==> config.mk <==
export PLATFORM = sky130hd
export DESIGN_NAME = ifu_fetch_flat
export DESIGN_NICKNAME = d
export VERILOG_FILES = /design/src/rtl/ifu_fetch_if.sv /design/src/rtl/ifu_fetch.sv /design/src/flat_wrapper.sv
export SDC_FILE = /design/constraint.sdc
export NUM_CORES = 1
export LEC_CHECK = 0
export CAP_MARGIN = 40
export CELL_PAD_IN_SITES_DETAIL_PLACEMENT = 1
export CELL_PAD_IN_SITES_GLOBAL_PLACEMENT = 1
export CORE_MARGIN = 2
export CORE_UTILIZATION = 29
export DETAILED_ROUTE_END_ITERATION = 16
export PLACE_DENSITY = 0.79
export SETUP_SLACK_MARGIN = 0.4
export SKIP_CTS_REPAIR_TIMING = 1
export SKIP_LAST_GASP = 1
export SYNTH_ARGS = -nofsm -noshare
export SYNTH_HDL_FRONTEND = slang
export SYNTH_SLANG_ARGS = --single-unit
==> constraint.sdc <==
create_clock -name clk -period 1.7 [get_ports clk]
set_clock_uncertainty 0.1 [all_clocks]
set_input_delay 0.34 -clock clk [delete_from_list [all_inputs] [get_ports clk]]
set_output_delay 0.34 -clock clk [all_outputs]
set_load 0.02 [all_outputs]
==> src/rtl/ifu_fetch_if.sv <==
// ifu_fetch_if: instruction-memory, redirect and decode-side signals of the fetch unit
interface ifu_fetch_if;
    logic        imem_req_valid;
    logic        imem_req_ready;
    logic [31:0] imem_req_addr;
    logic        imem_rsp_valid;
    logic [31:0] imem_rsp_data;
    logic        imem_rsp_err;
    logic        redirect_valid;
    logic [31:0] redirect_pc;
    logic        id_valid;
    logic        id_ready;
    logic [31:0] id_pc;
    logic [31:0] id_inst;
    logic [6:0]  id_opcode;
    logic [4:0]  id_rd;
    logic [2:0]  id_funct3;
    logic [4:0]  id_rs1;
    logic [4:0]  id_rs2;
    logic [6:0]  id_funct7;
    logic        id_err;

    modport master (
        output imem_req_valid, imem_req_addr, id_valid, id_pc, id_inst, id_opcode,
               id_rd, id_funct3, id_rs1, id_rs2, id_funct7, id_err,
        input  imem_req_ready, imem_rsp_valid, imem_rsp_data, imem_rsp_err,
               redirect_valid, redirect_pc, id_ready
    );

    modport slave (
        input  imem_req_valid, imem_req_addr, id_valid, id_pc, id_inst, id_opcode,
               id_rd, id_funct3, id_rs1, id_rs2, id_funct7, id_err,
        output imem_req_ready, imem_rsp_valid, imem_rsp_data, imem_rsp_err,
               redirect_valid, redirect_pc, id_ready
    );
endinterface

==> src/rtl/ifu_fetch.sv <==
// ifu_fetch: PC, single-outstanding imem fetch and one-entry decode buffer; IFU_MISALIGN_CHECK_EN faults misaligned redirects
module ifu_fetch #(
    parameter logic [31:0] RESET_PC = 32'h8000_0000,
    parameter logic [31:0] PC_STEP  = 32'd4
) (
    input  logic        clk,
    input  logic        rst_n,
    ifu_fetch_if.master bus
);

    typedef enum logic [1:0] {REQ = 2'd0, WAIT = 2'd1, HOLD = 2'd2} state_t;

    state_t      state_q, state_d;
    logic [31:0] pc_q, pc_d;
    logic        drop_q, drop_d;
    logic        run_q;
    logic        id_valid_q, id_valid_d;
    logic [31:0] id_pc_q, id_pc_d;
    logic [31:0] id_inst_q, id_inst_d;
    logic        id_err_q, id_err_d;
    logic        req_vld, hs, take, consume, mis;

`ifdef IFU_MISALIGN_CHECK_EN
    assign mis = bus.redirect_valid & (bus.redirect_pc[1:0] != 2'b00);
`else
    assign mis = 1'b0;
`endif

    // control registers; run_q holds the request off until the first edge after reset release
    always_ff @(posedge clk or negedge rst_n) begin
        if (!rst_n) begin
            state_q <= REQ;
            pc_q    <= RESET_PC;
            drop_q  <= 1'b0;
            run_q   <= 1'b0;
        end else begin
            state_q <= state_d;
            pc_q    <= pc_d;
            drop_q  <= drop_d;
            run_q   <= 1'b1;
        end
    end

    // next state; drop marks the outstanding response as stale after a redirect
    always_comb begin
        state_d = state_q;
        drop_d  = drop_q;
        case (state_q)
            REQ: begin
                if (hs) begin
                    state_d = WAIT;
                    drop_d  = bus.redirect_valid;
                end
            end
            WAIT: begin
                if (bus.imem_rsp_valid) begin
                    state_d = take ? HOLD : REQ;
                    drop_d  = 1'b0;
                end else begin
                    drop_d  = drop_q | bus.redirect_valid;
                end
            end
            HOLD: begin
                if (consume | bus.redirect_valid) state_d = REQ;
            end
            default: state_d = REQ;
        endcase
`ifdef IFU_MISALIGN_CHECK_EN
        if (state_q != WAIT && bus.imem_rsp_valid) drop_d = 1'b0;
        if (mis) begin
            state_d = HOLD;
            drop_d  = hs | (((state_q == WAIT) | drop_q) & ~bus.imem_rsp_valid);
        end
`endif
        pc_d = bus.redirect_valid ? bus.redirect_pc : consume ? pc_q + PC_STEP : pc_q;
    end

    // handshake decodes; no new request while a stale response is still owed
    always_comb begin
        req_vld = (state_q == REQ) & run_q & ~drop_q;
        hs      = req_vld & bus.imem_req_ready;
        take    = (state_q == WAIT) & bus.imem_rsp_valid & ~drop_q & ~bus.redirect_valid;
        consume = id_valid_q & bus.id_ready;
    end

    // buffer next value; faulting fetches deliver a zero instruction word
    always_comb begin
        id_valid_d = id_valid_q;
        id_pc_d    = id_pc_q;
        id_inst_d  = id_inst_q;
        id_err_d   = id_err_q;
        if (mis) begin
            id_valid_d = 1'b1;
            id_pc_d    = bus.redirect_pc;
            id_inst_d  = 32'h0;
            id_err_d   = 1'b1;
        end else if (take) begin
            id_valid_d = 1'b1;
            id_pc_d    = pc_q;
            id_inst_d  = bus.imem_rsp_err ? 32'h0 : bus.imem_rsp_data;
            id_err_d   = bus.imem_rsp_err;
        end else if (consume | bus.redirect_valid) begin
            id_valid_d = 1'b0;
        end
    end

    // decode buffer registers
    always_ff @(posedge clk or negedge rst_n) begin
        if (!rst_n) begin
            id_valid_q <= 1'b0;
            id_pc_q    <= 32'h0;
            id_inst_q  <= 32'h0;
            id_err_q   <= 1'b0;
        end else begin
            id_valid_q <= id_valid_d;
            id_pc_q    <= id_pc_d;
            id_inst_q  <= id_inst_d;
            id_err_q   <= id_err_d;
        end
    end

    assign bus.imem_req_valid = req_vld;
    assign bus.imem_req_addr  = pc_q;
    assign bus.id_valid       = id_valid_q;
    assign bus.id_pc          = id_pc_q;
    assign bus.id_inst        = id_inst_q;
    assign bus.id_err         = id_err_q;
    assign bus.id_opcode      = id_inst_q[6:0];
    assign bus.id_rd          = id_inst_q[11:7];
    assign bus.id_funct3      = id_inst_q[14:12];
    assign bus.id_rs1         = id_inst_q[19:15];
    assign bus.id_rs2         = id_inst_q[24:20];
    assign bus.id_funct7      = id_inst_q[31:25];

endmodule

==> src/flat_wrapper.sv <==
// flat-port wrapper written by rule: the top's interface ports become plain ports
module ifu_fetch_flat 
#(
    parameter logic [31:0] RESET_PC = 32'h8000_0000,
    parameter logic [31:0] PC_STEP  = 32'd4
)
  (clk, rst_n, bus_imem_req_valid, bus_imem_req_addr, bus_id_valid, bus_id_pc, bus_id_inst, bus_id_opcode, bus_id_rd, bus_id_funct3, bus_id_rs1, bus_id_rs2, bus_id_funct7, bus_id_err, bus_imem_req_ready, bus_imem_rsp_valid, bus_imem_rsp_data, bus_imem_rsp_err, bus_redirect_valid, bus_redirect_pc, bus_id_ready);
  ifu_fetch_if bus_i ();
  input  logic clk;
  input  logic rst_n;
  output wire logic [$bits(bus_i.imem_req_valid)-1:0] bus_imem_req_valid;
  output wire logic [$bits(bus_i.imem_req_addr)-1:0] bus_imem_req_addr;
  output wire logic [$bits(bus_i.id_valid)-1:0] bus_id_valid;
  output wire logic [$bits(bus_i.id_pc)-1:0] bus_id_pc;
  output wire logic [$bits(bus_i.id_inst)-1:0] bus_id_inst;
  output wire logic [$bits(bus_i.id_opcode)-1:0] bus_id_opcode;
  output wire logic [$bits(bus_i.id_rd)-1:0] bus_id_rd;
  output wire logic [$bits(bus_i.id_funct3)-1:0] bus_id_funct3;
  output wire logic [$bits(bus_i.id_rs1)-1:0] bus_id_rs1;
  output wire logic [$bits(bus_i.id_rs2)-1:0] bus_id_rs2;
  output wire logic [$bits(bus_i.id_funct7)-1:0] bus_id_funct7;
  output wire logic [$bits(bus_i.id_err)-1:0] bus_id_err;
  input wire logic [$bits(bus_i.imem_req_ready)-1:0] bus_imem_req_ready;
  input wire logic [$bits(bus_i.imem_rsp_valid)-1:0] bus_imem_rsp_valid;
  input wire logic [$bits(bus_i.imem_rsp_data)-1:0] bus_imem_rsp_data;
  input wire logic [$bits(bus_i.imem_rsp_err)-1:0] bus_imem_rsp_err;
  input wire logic [$bits(bus_i.redirect_valid)-1:0] bus_redirect_valid;
  input wire logic [$bits(bus_i.redirect_pc)-1:0] bus_redirect_pc;
  input wire logic [$bits(bus_i.id_ready)-1:0] bus_id_ready;
  assign bus_imem_req_valid = bus_i.imem_req_valid;
  assign bus_imem_req_addr = bus_i.imem_req_addr;
  assign bus_id_valid = bus_i.id_valid;
  assign bus_id_pc = bus_i.id_pc;
  assign bus_id_inst = bus_i.id_inst;
  assign bus_id_opcode = bus_i.id_opcode;
  assign bus_id_rd = bus_i.id_rd;
  assign bus_id_funct3 = bus_i.id_funct3;
  assign bus_id_rs1 = bus_i.id_rs1;
  assign bus_id_rs2 = bus_i.id_rs2;
  assign bus_id_funct7 = bus_i.id_funct7;
  assign bus_id_err = bus_i.id_err;
  assign bus_i.imem_req_ready = bus_imem_req_ready;
  assign bus_i.imem_rsp_valid = bus_imem_rsp_valid;
  assign bus_i.imem_rsp_data = bus_imem_rsp_data;
  assign bus_i.imem_rsp_err = bus_imem_rsp_err;
  assign bus_i.redirect_valid = bus_redirect_valid;
  assign bus_i.redirect_pc = bus_redirect_pc;
  assign bus_i.id_ready = bus_id_ready;
  ifu_fetch #(.RESET_PC(RESET_PC), .PC_STEP(PC_STEP)) u_core (.clk(clk), .rst_n(rst_n), .bus(bus_i));
endmodule
== Word level (Yosys, flattened, before mapping) ==
Cells that the tools add are included.

* Bits in registers: 102
* Input port bits: 71
* Output and inout port bits: 131
* Word-level logic and storage cells: 44

* Add/sub/neg operators: 1
* Equal/unequal tests: 5
* Mux-type cells: 13
* Bitwise logic cells: 11
* Reductions and logical operators: 6

{| class="wikitable"
|+ Operators by type and width
! kind !! count
|-
| $mux 32 || 3
|-
| $add 32x3->32 const B || 1
|-
| $mux 2 || 4
|-
| $and 1x1->1 || 7
|-
| $pmux 2 s3 || 1
|-
| $reduce_bool 2->1 || 3
|-
| $mux 1 || 4
|-
| $ne 2x1->1 const B || 2
|-
| $reduce_and 3->1 || 1
|-
| $eq 2x1->1 const B || 1
|-
| $eq 2x2->1 const B || 1
|-
| $logic_not 2->1 || 1
|-
| $ne 2x2->1 const B || 1
|-
| $not 1->1 || 2
|-
| $or 1x1->1 || 2
|-
| $pmux 1 s2 || 1
|-
| $reduce_and 2->1 || 1
|}

== Longest topological paths before layout ==
Gate-level depths: netlist of run 1.

* Word-level depth: 7
* Gate-level depth with buffers: 7
* Depth with buffers taken out: 5

== Worst setup path before layout of run 1 ==
No wires, ideal clock.

* Path kind: register to register
* Start: reg u_core.pc_q[2], in the netlist u_core.bus.imem_req_addr[2]
* End: reg u_core.pc_q[30], in the netlist u_core.bus.imem_req_addr[30]
* Library setup time: 82 ps
* Data arrival time: 1795 ps
* Data required time: 1518 ps
* Slack: -277 ps
* Cell stages (with the launch flop): 8
* Path buffers: 2
* Clock period less this slack: 1977 ps
* Path through: dfrtp_1 > ha_1 > and4_1 > buf_6 > nand3_4 > buf_6 > or4_1 > a31oi_1

* Cells in the longest elaborated chain, start to end: 3

{| class="wikitable"
|+ Ends and longest elaborated chain
! item !! RTL line !! source
|-
| start, declared || ifu_fetch.sv:14 || <nowiki>logic [31:0] pc_q, pc_d;</nowiki>
|-
| start signal, assigned || ifu_fetch.sv:38 || <nowiki>pc_q <= pc_d;</nowiki>
|-
| $add 32x3->32 || ifu_fetch.sv:75 || <nowiki>pc_d = bus.redirect_valid ? bus.redirect_pc : consume ? pc_q + PC_STEP : pc_q;</nowiki>
|-
| $mux 32 (2 in series) || ifu_fetch.sv:75 ||
|}

Every way passes these cells. The select of a mux whose other input is x is not followed.
A chain may end at the register's enable or synchronous reset.

== Worst setup path in the final report of run 1 ==
* Start: reg u_core.pc_q[2], in the netlist u_core.bus.imem_req_addr[2]
* End: reg u_core.pc_q[20], in the netlist u_core.bus.imem_req_addr[20]

The elaborated chain is that of the path after synthesis.

==> results of run 1 <==
-- where the power goes --
group / switching [uW] / total [uW] / internal [uW]
Combinational: 2530 / 5370 / 2840
Clock: 910 / 2320 / 1410
Sequential: 764 / 3950 / 3190
Total: 4210 / 11600 / 7430
-- cell families (layout without fill, tap and decap cells) --
group                    count (synthesis)  count (layout)
AND/OR/NAND/NOR                        174             175
flip-flops                             102             102
buffers and inverters                   62             310
XOR/XNOR                                 9               9
other                                    1               1
adder cells (fa/ha/maj)                  1               1
AO/OA/AOI/OAI                           81              81
multiplexers                            36              36
-- sequential cells by signal, indices dropped and copies added (netlist names) --
signal	count
u_core.state_q	2
u_core.bus.id_inst	32
u_core.bus.id_pc	32
u_core.run_q	1
u_core.bus.id_valid	1
u_core.drop_q	1
u_core.bus.id_err	1
u_core.bus.imem_req_addr	32
-- routing by layer --
| metal | global-route usage (%) | wire, um | up-vias |
|---|---|---|---|
| li1 | - | - | 2102 |
| met1 | 20.6 | 7290 | 2315 |
| met2 | 31.8 | 9600 | 139 |
| met3 | 3.08 | 664 | 32 |
| met4 | 7.74 | 489 | 0 |
| met5 | 0 | 0 | - |
-- per-stage QoR --
| stage | TNS (ns) | area, um^2 | setup slack [ns] |
|---|---|---|---|
| final | -3.74 | 8480 | -0.149 |
| after global routing | -9.33 | 8480 | -0.196 |
| after CTS | -21.86 | 7620 | -0.532 |
| after detailed placement | -34.74 | 7280 | -0.668 |
| after global placement | -26.89 | 7280 | -0.561 |
| after floorplan | -0.778 | 5020 | -0.109 |
-- worst register-to-register path: stages, from the launching register on --
cell	delay [ns]
dfrtp_2	0.42
ha_4	0.16
and4_1	0.20
buf_6	0.17
nand3_4	0.12
or4_1	0.42
a31oi_1	0.18
-- placed cells by master, fill, tap and decap left out, drive strengths merged, types with 16 or more instances in the layout --
| cell type | count |
|---|---|
| buf | 209 |
| dfrtp | 101 |
| clkdlybuf4s50 | 67 |
| nand2 | 63 |
| o21ai | 45 |
| mux2 | 35 |
| nand2b | 34 |
| clkbuf | 25 |
| nor2 | 17 |
| or4 | 17 |
| nand3 | 16 |
-- path summary, 6_finish.rpt --
kind,slack (ns),from,end,depth (start not counted)
setup / recovery,-0.15,u_core.bus.imem_req_addr[2],u_core.bus.imem_req_addr[20],6
hold / removal,0.33,rst_n,u_core.bus.id_pc[23],2
setup reg to reg,-0.15,u_core.bus.imem_req_addr[2],u_core.bus.imem_req_addr[20],6
hold reg to reg,0.43,u_core.bus.id_pc[31],u_core.bus.id_pc[31],1
max in group asynchronous,0.59,rst_n,u_core.bus.imem_req_addr[31],3
min in group clk,0.42,bus_id_ready,u_core.state_q[1],4
-- area by class of cell --
type	instances	area [um^2]	share of cell area, %
Timing Repair Buffer	291	3000	35.3
Tap cell	220	275	3.24
Inverter	3	11.3	0.133
Sequential cell	102	2590	30.5
Clock buffer	13	270	3.19
Clock inverter	3	65.1	0.767
Multi-Input combinational cell	303	2280	26.8
==> impl_metrics.tcl, run 1 <==
set metrics [dict create \
    fp.dieArea_mm2 0.0178 \
    grt_pass1_vias 4746 \
    cp.required_ns 1.86 \
    cap_violations 0 \
    cts_made_buffers 9 \
    synth_top_area_share_pct 52.1 \
    critPathSlowestCell "dfrtp_2" \
    synth_edf_count 0 \
    path_cells "ha_4 -> and4_1 -> buf_6 -> nand3_4 -> or4_1 -> a31oi_1" \
    ys_seq_elements 102 \
    timing.hold.ws_ns 0.331 \
    synth-xor-area-share_pct 1.62 \
    fp.dieW_um 133 \
    totalWireLength_um 18000 \
    start_util_pct 29.5 \
    synthSimpleGateAreaFrac_pct 19.0 \
    final_core_util_pct 51.5 \
    synthTopCellsByArea "dfrtp_1, mux2_2, buf_4" \
    synth_ff_type "dfrtp_1" \
    setup_viol 64 \
    arrival_ns 2.00 \
    area.growth.synth_to_final_pct 74.8 \
    cts_tree "done" \
    wl_per_cell_um 19.3 \
    fin_nets 782 \
    dr.pass1.iters 4 \
    grt_use_total_pct 17.6 \
    drc 0 \
    postSynthCellCount 466 \
    rows 47 \
    total_power_uw 11600 \
    fin_crit_sh_pct 109 \
    port_buffers 201 \
    final_max_slew_viol_count 0 \
    drive_above_1_share_pct 50.9 \
    grt_max_degree 58 \
    yosysSeqAreaShare_pct 52.6 \
    antenna_cells 0 \
    synth_adder_area_share_pct 0.258 \
    synth_top_family_by_area "simple AND/OR/NAND/NOR gates" \
    io_pins 202 \
    cp_slowest_stage_delay_ns 0.42 \
    worstSetupEndpointType "flop" \
    grt.overflow.total 0 \
    synth_mux_area_share_pct 8.33 \
    synth.net_count 538 \
    powerDensity_mw_per_mm2 1370 \
    synth-compound-area-share_pct 9.82 \
    antenna_found_initial 0 \
    period_needed_ns 1.85 \
    vdd_drop_max_mv 0.637 \
    vias 4588 \
    fin_cells 935 \
    cts_root_buffer "clkbuf_16" \
    ant_nets 0 \
    yosys-top-cells-count "dfrtp_1, nand2_1, o21ai_0" \
    finalWorstSetupSlack_ns -0.149 \
    hp-class "in -> async" \
    yosysUniqueCellTypes 40 \
    synth_async_sr_flop_share_pct 100 \
    die_y_um 133 \
    finalHoldViolations 0 \
    yosysWarnings 0 \
    fillers 1756 \
    timing.fmax_mhz 541 \
    start_kind "flop" \
    clkSinkCount 102 \
    syn-cell-area_mm2 0.00485 \
    clk_latency_ns 0.35 \
    core_region_area_mm2 0.0165 \
    grt_pass1_wl_um 24900 \
    synth_area_leader_cell "dfrtp_1" \
    path_buf_inv 1 \
    cp_top_family "simple AND/OR/NAND/NOR gates" \
    setup.worst_path.class "reg -> reg" \
    outcome "finished with violations" \
    path_clk_slew_ns 0.07 \
    place_congestion 0.780 \
    drt_iter0_drc 258 \
    h-tree-depth 3 \
    place_hpwl_um 11800 \
    cts_max_path_buffers 2 \
    avgViaCountPerCell 4.91 \
    rsz0062_at_grt "yes" \
    violations "setup timing" \
    yosysMostFrequentCell "dfrtp_1" \
    placedCellCount 876 \
    avgSynthCellArea_um2 10.4 \
    worstPathMaxFanout 6 \
    power.leakage_uw 0.00380 \
]
No activity file was read; power rests on OpenSTA's default activity.
==> run 2: changes to the inputs <==
- ABC_AREA: default -> 1
- CAP_MARGIN: 40 -> default
- CORE_UTILIZATION: 29 -> 28
==> impl_metrics.tcl, run 2 <==
set metrics [dict create \
    placedCellCount 998 \
    synth.net_count 665 \
    rsz0062_at_grt "yes" \
    placed_cell_area_mm2 0.00742 \
    hp-class "in -> async" \
    fillers 1907 \
    start_kind "flop" \
    place_congestion 0.840 \
    grt_max_degree 41 \
    avgViaCountPerCell 4.86 \
    synthTopCellsByArea "dfrtp_1, nand2_1, a22o_1" \
    synth_top_area_share_pct 50.9 \
    die_y_um 137 \
    path_clk_slew_ns 0.07 \
    cts_root_buffer "clkbuf_16" \
    grt_pass1_wl_um 27800 \
    place_hpwl_um 14000 \
    fin_cells 1113 \
    synth_async_sr_flop_share_pct 100 \
    area.growth.synth_to_final_pct 85.3 \
    avgSynthCellArea_um2 8.38 \
    layout_common_cells "nand2_1, buf_6, buf_4" \
    wl_per_cell_um 20.9 \
    fin_nets 954 \
    arrival_ns 1.88 \
    grt_use_total_pct 19.5 \
    finalHoldViolations 0 \
    core_region_area_mm2 0.0173 \
    postLayoutCellArea_mm2 0.00920 \
    cp.required_ns 1.88 \
    outcome "finished with violations" \
    regToRegSetupSlack_ns -0.006 \
    clk_latency_ns 0.35 \
    postSynthCellCount 593 \
    finalWorstSetupSlack_ns -0.00633 \
    ant_nets 0 \
    timing.fmax_mhz 586 \
    ys_seq_elements 102 \
    fin_crit_sh_pct 100 \
    rows 48 \
    rr_worst_depth 11 \
    multiInputGateArea_mm2 0.00238 \
    vias 5412 \
    final_max_slew_viol_count 0 \
    r2r_end "u_core.bus.imem_req_addr[31]" \
    vdd_drop_max_mv 1.09 \
    worstPathMaxFanout 3 \
    start_util_pct 28.7 \
    ff_latch_area_mm2 0.00259 \
    drive_above_1_share_pct 46.0 \
    drc 0 \
    fp.dieArea_mm2 0.0188 \
    yosysSeqAreaShare_pct 51.4 \
    final_core_util_pct 53.2 \
    cts_max_path_buffers 2 \
    cts_tree "done" \
    synth_ff_type "dfrtp_1" \
    period_needed_ns 1.71 \
    yosysMostFrequentCell "nand2_1" \
    fp.dieW_um 137 \
    mostFrequentLayoutCell "nand2_1" \
    violations "setup timing" \
    syn-cell-area_mm2 0.00497 \
    cts_made_buffers 9 \
    antenna_found_initial 1 \
    powerDensity_mw_per_mm2 1610 \
    grt.overflow.total 0 \
    setup.worst_path.class "reg -> reg" \
    drt_iter0_drc 243 \
    h-tree-depth 3 \
    clkSinkCount 102 \
    setup_viol 2 \
    synth_edf_count 0 \
    yosysUniqueCellTypes 34 \
    yosysWarnings 0 \
    io_pins 202 \
    timing.hold.ws_ns 0.356 \
    yosys-top-cells-count "nand2_1, dfrtp_1, nor2_1" \
    worstSetupEndpointType "flop" \
    port_buffers 201 \
    power.leakage_uw 0.00435 \
    synth_area_leader_cell "dfrtp_1" \
    dr.pass1.iters 4 \
    totalWireLength_um 23200 \
    r2r_start "u_core.bus.imem_req_addr[2]" \
    total_power_uw 14800 \
    cap_violations 0 \
    grt_pass1_vias 4978 \
]
## run 2: changes by cell type after synthesis, sizes merged, moves of 12 or more
cell / delta
inv: +50
mux2: -35
a31oi: -14
nand2: +111
o31ai: -12
nand3: +19
nor2: +36
nand2b: -34
or4: -17
a22o: +32
## run 2: kinds of logic (layout without fill, tap and decap cells)
| kind of cell | after synthesis | after routing | synth area share (%) |
|---|---|---|---|
| xor+xnor | 7 | 7 | 1.23 |
| flops | 102 | 102 | 51.4 |
| buf+inv | 107 | 401 | 11.0 |
| fa+ha+maj | 1 | 1 | 0.252 |
| simple gates | 270 | 270 | 22.1 |
| compound gates | 105 | 105 | 13.9 |
| other cells | 1 | 2 | 0.0755 |
## run 2: area by class of cell
class	count	share of cell area (%)
sequential	102	28.1
inverter	53	2.26
tap	225	3.06
clock inverter	5	0.653
multi-input combinational	384	25.9
antenna	1	0.0272
clock buffer	11	2.53
timing repair buffer	332	37.5
## run 2: where the power goes
group / total, uW / switching (uW) / leakage, uW / internal, uW
sequential: 4410 / 1070 / 0.00126 / 3340
combinational: 8250 / 3840 / 0.00295 / 4410
clock: 2150 / 1000 / 0.000140 / 1150
## run 2: worst max-delay path: stages (launching register included)
cell and delay, ns:
dfrtp_2 0.42, buf_6 0.12, clkinvlp_4 0.09, nor2_4 0.15, buf_4 0.13, nand2_2 0.07
nor2_4 0.16, nand2_1 0.09, nand2_1 0.10, nand3_2 0.06, nand2_1 0.07, nand2_1 0.06
## run 2: layer usage
metal | track usage (%) | part of all wire (%)
met5 | 0 | 0
met4 | 6.36 | 2.2
met3 | 4.16 | 6.2
met2 | 34.1 | 52
met1 | 23.8 | 40
## run 2: worst max-delay path by stage
stage                                 startpoint                           end  slack [ns]  cells after the start
floorplan                      u_core.state_q[1]        u_core.bus.id_inst[22]        0.14                      7
global placement              bus_redirect_valid         u_core.bus.id_inst[4]       -0.16                      7
detailed placement            bus_redirect_valid        u_core.bus.id_inst[26]       -0.20                      8
CTS                            u_core.state_q[1]            bus_imem_req_valid       -0.54                      3
global route        u_core.bus.imem_req_addr[14]  u_core.bus.imem_req_addr[25]       -0.13                      9
finish               u_core.bus.imem_req_addr[2]  u_core.bus.imem_req_addr[31]      -0.006                     11
## run 2: per-stage QoR
step,setup slack [ns],setup TNS [ns]
after floorplan,0.137,0
final,-0.00633,-0.0120
after CTS,-0.542,-15.51
after global routing,-0.126,-0.901
after global placement,-0.160,-9.11
after detailed placement,-0.199,-11.42
==> run 3: changes to the inputs <==
- CAP_MARGIN: default -> 20
- PLACE_DENSITY: 0.79 -> default
- PLACE_DENSITY_LB_ADDON: default -> 0.08
==> impl_metrics.tcl, run 3 (same netlist as run 2, synthesis figures left out) <==
set metrics [dict create \
    final_max_slew_viol_count 0 \
    core_region_area_mm2 0.0173 \
    drc 0 \
    crit_path_start "u_core.state_q[1]" \
    area.growth.synth_to_final_pct 75.5 \
    cap_violations 0 \
    routed-wl-met3_um 1040 \
    grt_pass1_vias 5022 \
    worstPathMaxFanout 2 \
    met1_length_um 8390 \
    r2r_start "u_core.state_q[1]" \
    clkSinkCount 102 \
    start_kind "flop" \
    dr_wl_met2_um 9860 \
    antenna_found_initial 0 \
    setup.worst_path.class "reg -> out" \
    hp-class "in -> async" \
    grt.overflow.total 0 \
    io_pins 202 \
    fin_nets 943 \
    start_util_pct 28.7 \
    rows 48 \
    cp.required_ns 1.26 \
    cts_made_buffers 9 \
    fin_crit_sh_pct 98.6 \
    postLayoutCellArea_mm2 0.00872 \
    vdd_drop_max_mv 0.885 \
    mostFrequentLayoutCell "nand2_1" \
    total_power_uw 14000 \
    rsz0062_at_grt "yes" \
    antenna_cells 0 \
    totalWireLength_um 19500 \
    powerDensity_mw_per_mm2 1610 \
    grt_pass1_wl_um 27700 \
    period_needed_ns 1.68 \
    wl_per_cell_um 17.7 \
    cts_root_buffer "clkbuf_16" \
    port_buffers 201 \
    grt_max_degree 39 \
    place_congestion 0.855 \
    r2r_end "u_core.bus.id_inst[1]" \
    drive_above_1_share_pct 40.6 \
    cts_tree "done" \
    power.leakage_uw 0.00418 \
    vias 5120 \
    rr_worst_depth 9 \
    outcome "finished clean" \
    highest_layer "met4" \
    fp.dieW_um 137 \
    place_hpwl_um 13800 \
    fp.dieArea_mm2 0.0188 \
    finalHoldViolations 0 \
    clk_latency_ns 0.35 \
    ant_nets 0 \
    fin_cells 1101 \
    cts_max_path_buffers 2 \
    regToRegSetupSlack_ns 0.03 \
    setup_viol 0 \
    placedCellCount 994 \
    drt_iter0_drc 216 \
    placed_cell_area_mm2 0.00736 \
    dr.pass1.iters 4 \
    layout_common_cells "nand2_1, buf_6, buf_4" \
    arrival_ns 1.24 \
    avgViaCountPerCell 4.65 \
    die_y_um 137 \
    endpoint "bus_imem_req_valid" \
    h-tree-depth 3 \
    worstSetupEndpointType "output port" \
    grt_use_total_pct 19.4 \
    timing.fmax_mhz 596 \
    path_clk_slew_ns 0.07 \
]
[run 3: stage by stage]
stage / worst slack, ns / setup TNS, ns / utilization [%] / hold slack (ns)
2_1_floorplan: 0.137 / 0 / - / -0.0556
3_3_place_gp: -0.183 / -12.64 / 42.6 / 0.117
3_5_place_dp: -0.232 / -14.96 / 42.6 / 0.122
4_1_cts: -0.540 / -15.44 / 44.3 / -0.261
5_1_grt: -0.0486 / -0.602 / 50.4 / 0.301
6_report: 0.0231 / 0 / 50.4 / 0.295
[run 3: metal layers]
layer  vias up  GRT usage (%)
met2       148           33.2
met3        15           3.50
met4         0           6.01
met5         -              0
met1      2506           24.8
li1       2451              -
[run 3: worst min path at each step]
stage	start	endpoint	slack (ns)	cells past startpoint
after floorplan	rst_n	u_core.bus.id_err	-0.06	0
after global placement	rst_n	u_core.run_q	0.12	1
after detailed placement	rst_n	u_core.run_q	0.12	1
after CTS	rst_n	u_core.run_q	-0.26	1
after global routing	rst_n	u_core.run_q	0.30	2
final	rst_n	u_core.run_q	0.30	2
[run 3: area by class of cell]
| class | count | area [um^2] |
|---|---|---|
| fillers | 1995 | 8580 |
| repair buffers | 321 | 3190 |
| well taps | 225 | 282 |
| clock buffers | 10 | 239 |
| inverters | 53 | 209 |
| flip-flops and latches | 102 | 2590 |
| multi-input cells | 384 | 2150 |
| clock inverters | 6 | 67.6 |
[run 3: power by group]
part / switching, uW / leakage [uW] / internal [uW]
combinational: 3470 / 0.00277 / 4010
clock: 987 / 0.000151 / 1190
sequential: 977 / 0.00126 / 3340
[run 3: critical path, stage by stage, from the launching register on]
cell	delay [ns]
dfrtp_1	0.39
or2_4	0.27
nor2_4	0.10
buf_6	0.13
